$ cat config.mk
export PLATFORM = sky130hd
export DESIGN_NAME = bird_motion_ctrl
export DESIGN_NICKNAME = d
export VERILOG_FILES = /design/src/rtl/flappy_pkg.sv /design/src/rtl/edge_rise.sv /design/src/rtl/bird_motion_ctrl.sv
export SDC_FILE = /design/constraint.sdc
export NUM_CORES = 1
export LEC_CHECK = 0
export ABC_CLOCK_PERIOD_IN_PS = 10220
export BUFFER_PORTS_ARGS = -buffer_cell sky130_fd_sc_hd__buf_2
export CAP_MARGIN = 15
export CORE_MARGIN = 2
export CORE_UTILIZATION = 30
export CTS_BUF_LIST = sky130_fd_sc_hd__clkbuf_8 sky130_fd_sc_hd__clkbuf_16
export CTS_CLUSTER_DIAMETER = 50
export DETAILED_ROUTE_END_ITERATION = 10
export PLACE_DENSITY = 0.44
export SETUP_SLACK_MARGIN = 0.3
export SYNTH_ARGS = -nofsm -noshare
export SYNTH_HDL_FRONTEND = slang
export SYNTH_SLANG_ARGS = --single-unit
$ cat constraint.sdc
create_clock -name dclk -period 10.22 [get_ports dclk]
set_input_delay 1.533 -clock dclk [delete_from_list [all_inputs] [get_ports dclk]]
set_output_delay 1.533 -clock dclk [all_outputs]
set_load 0.01 [all_outputs]
$ cat src/rtl/flappy_pkg.sv
// Shared game constants for the flappy-bird datapath: state encoding, screen
// geometry and the default physics tuning used by bird_motion_ctrl.
package flappy_pkg;

    localparam logic [1:0] ST_IDLE = 2'd0;
    localparam logic [1:0] ST_PLAY = 2'd1;
    localparam logic [1:0] ST_DEAD = 2'd2;

    typedef enum logic [1:0] {
        StIdle = ST_IDLE,
        StPlay = ST_PLAY,
        StDead = ST_DEAD,
        StRsvd = 2'd3
    } game_state_e;

    localparam int unsigned ACTIVE_W  = 640;
    localparam int unsigned ACTIVE_H  = 480;
    localparam int unsigned BIRD_SIZE = 20;

    localparam int unsigned DEF_START_Y     = 240;
    localparam int unsigned DEF_FLOOR_Y     = ACTIVE_H - BIRD_SIZE;
    localparam int unsigned DEF_GRAVITY     = 1;
    localparam int unsigned DEF_FLAP_VEL    = 8;
    localparam int unsigned DEF_MAX_FALL    = 10;
    localparam int unsigned DEF_DEAD_FRAMES = 60;

    // Velocity is 8-bit signed; position arithmetic is done 12-bit signed.
    function automatic logic signed [11:0] sext_vel(input logic signed [7:0] v);
        return {{4{v[7]}}, v};
    endfunction

endpackage

$ cat src/rtl/edge_rise.sv
// Rising-edge detector: one-cycle combinational pulse when level goes 0->1.
// RESET_VAL sets the delay flop's value while clr is asserted.
module edge_rise #(
    parameter logic RESET_VAL = 1'b0
) (
    input  logic dclk,
    input  logic clr,
    input  logic level,
    output logic pulse
);

    logic level_q;

    always_ff @(posedge dclk or posedge clr) begin
        if (clr) begin
            level_q <= RESET_VAL;
        end else begin
            level_q <= level;
        end
    end

    assign pulse = level & ~level_q;

endmodule

$ cat src/rtl/bird_motion_ctrl.sv
// Per-frame bird physics and IDLE/PLAY/DEAD game FSM, advanced on vsync fall.
// Optional idle bobbing animation enabled by defining BIRD_HOVER_EN.
module bird_motion_ctrl
    import flappy_pkg::*;
#(
    parameter int unsigned START_Y     = DEF_START_Y,
    parameter int unsigned FLOOR_Y     = DEF_FLOOR_Y,
    parameter int unsigned GRAVITY     = DEF_GRAVITY,
    parameter int unsigned FLAP_VEL    = DEF_FLAP_VEL,
    parameter int unsigned MAX_FALL    = DEF_MAX_FALL,
    parameter int unsigned DEAD_FRAMES = DEF_DEAD_FRAMES
) (
    input  logic       dclk,
    input  logic       clr,
    input  logic       vsync,
    input  logic       flap,
    output logic [9:0] y,
    output logic [1:0] state,
    output logic       frame_tick,
    output logic       dead_pulse
);

    localparam int unsigned CntW = $clog2(DEAD_FRAMES + 1);

    localparam logic [9:0]        YStart   = 10'(START_Y);
    localparam logic [9:0]        YFloor   = 10'(FLOOR_Y);
    localparam logic signed [11:0] YFloorS = 12'(FLOOR_Y);
    localparam logic [9:0]        YFlap    = 10'(FLAP_VEL);
    localparam logic signed [7:0] VelFlap  = 8'(32'd0 - FLAP_VEL);
    localparam logic signed [7:0] VelGrav  = 8'(GRAVITY);
    localparam logic signed [7:0] VelMax   = 8'(MAX_FALL);
    localparam logic [CntW-1:0]   DeadInit = CntW'(DEAD_FRAMES);

    logic tick_c;
    logic flap_c;

    // Delay flop on ~vsync resets to 0, i.e. vsync is assumed high out of reset.
    edge_rise #(
        .RESET_VAL (1'b0)
    ) u_vsync_fall (
        .dclk  (dclk),
        .clr   (clr),
        .level (~vsync),
        .pulse (tick_c)
    );

    edge_rise #(
        .RESET_VAL (1'b0)
    ) u_flap_rise (
        .dclk  (dclk),
        .clr   (clr),
        .level (flap),
        .pulse (flap_c)
    );

    logic [9:0]        y_q, y_d;
    logic signed [7:0] vel_q, vel_d;
    game_state_e       state_q, state_d;
    logic [CntW-1:0]   cnt_q, cnt_d;
    logic              pend_q, pend_d;
    logic              frame_tick_q, frame_tick_d;
    logic              dead_pulse_q, dead_pulse_d;

    logic              pend;
    logic signed [7:0] vel_inc;
    logic signed [7:0] vel_n;
    logic signed [11:0] y_sum;
    logic [9:0]        idle_base;

`ifdef BIRD_HOVER_EN
    logic [3:0] phase_q, phase_d;

    // 16-phase counter folded into a 0..7..0 triangle.
    function automatic logic [2:0] tri_of(input logic [3:0] ph);
        return ph[3] ? ~ph[2:0] : ph[2:0];
    endfunction

    assign idle_base = y_q;
`else
    assign idle_base = YStart;
`endif

    always_comb begin
        pend         = pend_q | flap_c;
        pend_d       = tick_c ? 1'b0 : pend;
        y_d          = y_q;
        vel_d        = vel_q;
        state_d      = state_q;
        cnt_d        = cnt_q;
        frame_tick_d = tick_c;
        dead_pulse_d = 1'b0;
`ifdef BIRD_HOVER_EN
        phase_d      = phase_q;
`endif

        vel_inc = vel_q + VelGrav;
        vel_n   = pend ? VelFlap : ((vel_inc > VelMax) ? VelMax : vel_inc);
        y_sum   = $signed({2'b00, y_q}) + sext_vel(vel_n);

        if (tick_c) begin
            unique case (state_q)
                StPlay: begin
                    if (y_sum < 12'sd0) begin
                        y_d   = '0;
                        vel_d = '0;
                    end else if (y_sum >= YFloorS) begin
                        y_d          = YFloor;
                        vel_d        = '0;
                        state_d      = StDead;
                        cnt_d        = DeadInit;
                        dead_pulse_d = 1'b1;
                    end else begin
                        y_d   = y_sum[9:0];
                        vel_d = vel_n;
                    end
                end
                StDead: begin
                    // Flaps seen while counting down are dropped with pend at this tick.
                    if (cnt_q != '0) begin
                        cnt_d = cnt_q - CntW'(1);
                    end else if (pend) begin
                        state_d = StIdle;
                        y_d     = YStart;
                        vel_d   = '0;
`ifdef BIRD_HOVER_EN
                        phase_d = '0;
`endif
                    end
                end
                default: begin
                    // StIdle, and the unreachable encoding recovers as idle.
                    if (pend) begin
                        state_d = StPlay;
                        vel_d   = VelFlap;
                        y_d     = idle_base - YFlap;
                    end else begin
                        state_d = StIdle;
                        vel_d   = '0;
`ifdef BIRD_HOVER_EN
                        phase_d = phase_q + 4'd1;
                        y_d     = YStart - 10'd4 + {7'd0, tri_of(phase_d)};
`else
                        y_d     = YStart;
`endif
                    end
                end
            endcase
        end
    end

    always_ff @(posedge dclk or posedge clr) begin
        if (clr) begin
            y_q          <= YStart;
            vel_q        <= '0;
            state_q      <= StIdle;
            cnt_q        <= '0;
            pend_q       <= 1'b0;
            frame_tick_q <= 1'b0;
            dead_pulse_q <= 1'b0;
`ifdef BIRD_HOVER_EN
            phase_q      <= '0;
`endif
        end else begin
            y_q          <= y_d;
            vel_q        <= vel_d;
            state_q      <= state_d;
            cnt_q        <= cnt_d;
            pend_q       <= pend_d;
            frame_tick_q <= frame_tick_d;
            dead_pulse_q <= dead_pulse_d;
`ifdef BIRD_HOVER_EN
            phase_q      <= phase_d;
`endif
        end
    end

    assign y          = y_q;
    assign state      = state_q;
    assign frame_tick = frame_tick_q;
    assign dead_pulse = dead_pulse_q;

endmodule

# Word level (Yosys, flattened, before mapping)
# Index checks and enable logic that the tools add are counted.
# classes
add_sub_neg	3
n_lt_le_gt_ge	3
mux	29
n_bitwise	6
n_reduce_logical	5
eq_ne	7
# op_table
cell	n
2-to-1 mux 8 bit	7
2-to-1 mux 10 bit	4
case mux 10 bit (2 select lines)	1
2-to-1 mux 6 bit	3
case mux 8 bit (2 select lines)	1
adder 11 x 8 -> 12 bit	1
greater-or-equal comparator 12 x 10 -> 1 bit (second input constant)	1
< comparator 12 x 1 -> 1 bit (second input constant)	1
case mux 6 bit (2 select lines)	1
inequality test 2 bit (second input constant)	5
AND reduction 5 bit	2
adder 8 x 2 -> 8 bit (second input constant)	1
> comparator 8 x 5 -> 1 bit (second input constant)	1
2-to-1 mux 2 bit	4
2-to-1 mux 1 bit	6
nonzero test 6 bit	1
subtractor 6 x 1 -> 6 bit (second input constant)	1
2-to-1 mux 5 bit	1
case mux 2 bit (2 select lines)	1
inverter 1 bit	3
AND reduction 3 bit	1
AND 1 bit	2
== test 2 x 1 -> 1 bit (second input constant)	1
== test 2 bit (second input constant)	1
other kinds (2)	2
# totals
output_inout_bits	14
input_bits	4
regBits	31

# Longest topological paths before layout
# logic_depth
depth_word	10
depth_mapped	24
ltp_nobuf	22

# Modules after synthesis
# A second synthesis with hierarchy kept.
# hier_totals
cells_unflattened	305
hier_area_um2	2581.2
# modules_own_cells
module	area_per_inst_um2	instances	seq_area_each_um2	cells_each
bird_motion_ctrl	2496.1	1	730.7	299
edge_rise	42.5	2	25.0	3

# Worst setup path before layout
# No wires, ideal clock.
# synth_timing
kind	input-to-reg
from	input port flap
to	register vel_q[4]
stages	23
arrival_ps	5459
slack_ps	4691
required_ps	10150
setup_time_ps	70
cell_sequence	nor2b_1 > nor2_1 > and3_1 > buf_6 > inv_1 > buf_2 > nor2_1 > nor2_1 > xnor2_1 > ha_1 > inv_1 > o31ai_1 > o21bai_1 > o221ai_4 > o31ai_4 > a31oi_1 > or2_1 > o211a_1 > or4_4 > or2_1 > buf_6 > a211o_1 > nand3_1
# synth_via
elab_chain_len	8
elab_cells_between_ends	12
# synth_rtl
item	line	rtl
from (decl)	bird_motion_ctrl.sv:16	input logic flap,
AND 1 bit (*)	edge_rise.sv:22	assign pulse = level & ~level_q;
bitwise OR 1 bit (*)	bird_motion_ctrl.sv:84	pend = pend_q | flap_c;
2-to-1 mux 8 bit	bird_motion_ctrl.sv:97	vel_n = pend ? VelFlap : ((vel_inc > VelMax) ? VelMax : vel_inc);
adder 11 x 8 -> 12 bit	bird_motion_ctrl.sv:98	y_sum = $signed({2'b00, y_q}) + sext_vel(vel_n);
greater-or-equal comparator 12 x 10 -> 1 bit	bird_motion_ctrl.sv:106	end else if (y_sum >= YFloorS) begin
2-to-1 mux 8 bit	bird_motion_ctrl.sv:106	
2-to-1 mux 8 bit	bird_motion_ctrl.sv:103	if (y_sum < 12'sd0) begin
case mux 8 bit (2 select lines)	bird_motion_ctrl.sv:101	unique case (state_q)
to (signal assigned)	bird_motion_ctrl.sv:165	vel_q <= vel_d;
to (decl)	bird_motion_ctrl.sv:57	logic signed [7:0] vel_q, vel_d;
# Every way passes the cells marked *; elsewhere a longest branch is shown, timed or not.
# A chain may end at the register's enable or synchronous reset.

# Worst setup path after layout
# layout_timing
from	input port flap
to	register cnt_q[4]
# layout_via
elab_chain_len	7
elab_cells_between_ends	9
# layout_rtl
item	line	rtl
AND 1 bit (*)	edge_rise.sv:22	
bitwise OR 1 bit (*)	bird_motion_ctrl.sv:84	
2-to-1 mux 8 bit (*)	bird_motion_ctrl.sv:97	
adder 11 x 8 -> 12 bit (*)	bird_motion_ctrl.sv:98	
greater-or-equal comparator 12 x 10 -> 1 bit or < comparator 12 x 1 -> 1 bit (tied branches)	bird_motion_ctrl.sv:106, bird_motion_ctrl.sv:103	
inequality test 2 bit (no line)	--	
AND reduction 5 bit (no line) (*)	--	
to (signal assigned)	bird_motion_ctrl.sv:167	cnt_q <= cnt_d;
to (decl)	bird_motion_ctrl.sv:59	logic [CntW-1:0] cnt_q, cnt_d;
# Marked as above.

==> flow_summary.json <==
{
  "status": "finished, final reports clean",
  "path_clk_slew_ns": 0.06,
  "leakage_nw": 1.21,
  "fin_crit_sh": 0.599,
  "criticalPathCategory": "in -> reg",
  "drc": 0,
  "finalNetCount": 348,
  "cts_resized": 0,
  "fin_area_um2": 2920,
  "io_buffers": 17,
  "gp_congestion": 0.803,
  "hold_viol_final": 0,
  "setup_violations": 0,
  "critPathArrivalTime_ns": 6.28,
  "fp.dieArea_um2": 9680,
  "maxSlewViolCount": 0,
  "dp_slack_ns": 3.81,
  "synth_flop_cell": "dfrtp_1",
  "clock_skew_ns": 0.00736,
  "grt_pass1_vias": 2377,
  "via_per_inst": 5.51,
  "ant_nets": 0,
  "cts_setup_buffers": 0,
  "avgSynthCellArea_um2": 8.46,
  "diodes": 0,
  "yosysSeqAreaShare": 0.292,
  "finalWirelength_um": 7450,
  "grt.total_usage": 0.161,
  "clock_sinks": 31,
  "coreArea_um2": 8680,
  "area_growth_pct": 9.08,
  "syn-num-nets": 336,
  "cts-root-buf": "clkbuf_8",
  "hold_buffers": 0,
  "min-delay-path-class": "reg -> reg",
  "grt_max_degree": 32,
  "grt_first_pass_wirelength_um": 12500,
  "p_per_area_nw_per_um2": 313,
  "worst_slack_ns": 4.10,
  "insertion_delay_ns": 0.28,
  "grt-ovfl-total": 0,
  "fmax_mhz": 163,
  "worst_pin_slew_ns": 0.860,
  "htreeDepth": 2,
  "cts_tree": "done",
  "rows": 34,
  "tns_ns": 0,
  "worstPathRequired_ns": 10.38,
  "final_common_cell": "dfrtp_1",
  "drive_above_1_share": 0.152,
  "rsz0062_at_grt": "no",
  "wire_per_inst_um": 17.0,
  "final.min_clock_period_ns": 6.12,
  "io_pins": 18,
  "vias": 2408,
  "numCtsBuffers": 5,
  "mostFrequentLayoutCells": "dfrtp_1, nor2_1, nand2_1, inv_1, buf_2",
  "ys_ff_latch": 31,
  "drtPass1Iterations": 4,
  "crit_path_max_fanout": 14,
  "die_x_um": 98.4,
  "placed_area_um2": 2840,
  "fp.dieH_um": 98.4,
  "finalPower_mw": 0.913,
  "max_slew_margin": 0.420,
  "initialDrtViolationCount": 174,
  "hpwlAfterDp_um": 5780,
  "synth_edf_count": 0,
  "irDropWorstVdd_mv": 0.0992,
  "start_util": 0.308,
  "async_flop_share": 1.00,
  "synthCells": 316,
  "yosysUniqueCellTypes": 70,
  "synth_area_um2": 2670,
  "antenna_found_initial": 0,
  "drv_cap": 0,
  "cts_buffer_depth": 2,
  "critPathLaunchType": "input pin",
  "ys_warn_count": 0,
  "endpoint_kind": "flop"
}
[power breakdown]
part	internal, mW	total [mW]	leakage, nW	switching [mW]
clock network	0.0457	0.0915	0.0505	0.0457
registers	0.166	0.213	0.388	0.0471
logic	0.231	0.609	0.774	0.378
total	0.443	0.913	1.21	0.471
[worst paths after layout]
| kind | start | to | slack [ns] | depth (start not counted) |
|---|---|---|---|---|
| max | flap | cnt_q[4]$_DFFE_PP0P_ | 4.10 | 21 |
| min | y[6]$_DFFE_PP1P_ | y[6]$_DFFE_PP1P_ | 0.52 | 2 |
| max reg2reg | vel_q[0]$_DFFE_PP0P_ | cnt_q[4]$_DFFE_PP0P_ | 4.68 | 20 |
| min reg2reg | y[6]$_DFFE_PP1P_ | y[6]$_DFFE_PP1P_ | 0.52 | 2 |
| max in group asynchronous | clr | y[5]$_DFFE_PP1P_ | 8.55 | 3 |
| min in group asynchronous | clr | vel_q[4]$_DFFE_PP0P_ | 1.33 | 3 |
[flip-flops by register name, indices dropped and copies added (netlist names)]
signal / cells
y: 10
vel_q: 8
cnt_q: 6
state: 2
dead_pulse: 1
frame_tick: 1
pend_q: 1
u_flap_rise.level_q: 1
u_vsync_fall.level_q: 1
[routing by layer]
| layer | vias up | share of wire | track usage |
|---|---|---|---|
| li1 | 1200 | - | - |
| met1 | 1149 | 0.51 | 0.239 |
| met2 | 53 | 0.44 | 0.249 |
| met3 | 6 | 0.045 | 0.0229 |
| met4 | 0 | 0.0083 | 0.0327 |
| met5 | - | 0 | 0 |
[stage by stage]
stage	cells	util	hold WS [ns]
after global placement	429	0.327	0.521
after floorplan	316	-	0.513
after global routing	437	0.336	0.562
after detailed placement	429	0.327	0.517
after CTS	437	0.336	0.529
final	437	0.336	0.525
[layout make-up]
class                      count  area, um2
clock inverter                 3       12.5
multi-input combinational    255       1760
fill                         933       5760
timing repair buffer          19        100
clock buffer                   5       68.8
tap                          108        135
inverter                      16       60.1
sequential                    31        781
[cell usage after synthesis, drive strengths merged (6+ instances only)]
cell / n / area share
a211oi: 7 / 0.022
clkbuf: 6 / 0.0084
nand3: 14 / 0.026
or2: 8 / 0.019
nand2: 24 / 0.034
inv: 16 / 0.022
xnor2: 8 / 0.026
or3: 9 / 0.021
a21oi: 14 / 0.026
dfrtp: 27 / 0.25
nor2: 27 / 0.039
o211ai: 7 / 0.020
nor3: 19 / 0.044
xor2: 6 / 0.020
ha: 16 / 0.075
a211o: 6 / 0.020
o21ai: 18 / 0.034
a31oi: 6 / 0.014
buf: 8 / 0.019
[kinds of logic (layout without fill, tap and decap cells)]
| kind of cell | Yosys count | in the layout | synth area share |
|---|---|---|---|
| XOR/XNOR | 14 | 14 | 0.0459 |
| AND/OR/NAND/NOR | 129 | 129 | 0.263 |
| flip-flops | 31 | 31 | 0.292 |
| multiplexers | 4 | 4 | 0.0159 |
| adder cells (fa/ha/maj) | 17 | 17 | 0.0791 |
| buffers and inverters | 30 | 43 | 0.0501 |
| AO/OA/AOI/OAI | 91 | 91 | 0.254 |
[worst max-delay path: stages]
cell and delay [ns]:
buf_2 0.10, nor2b_1 0.16, nor2_1 0.34, and3_1 0.48
inv_1 0.31, nor2_1 0.17, nor2_1 0.07, xnor2_1 0.15
ha_1 0.17, inv_1 0.04, o31ai_1 0.12, o21bai_1 0.23
o221ai_4 0.19, o31ai_4 0.22, a31oi_1 0.13, or2_1 0.27
o211a_1 0.22, or4_4 0.54, nor2_1 0.30, nor2_1 0.13
or3_1 0.38
Power figures use the tool's default switching activity.
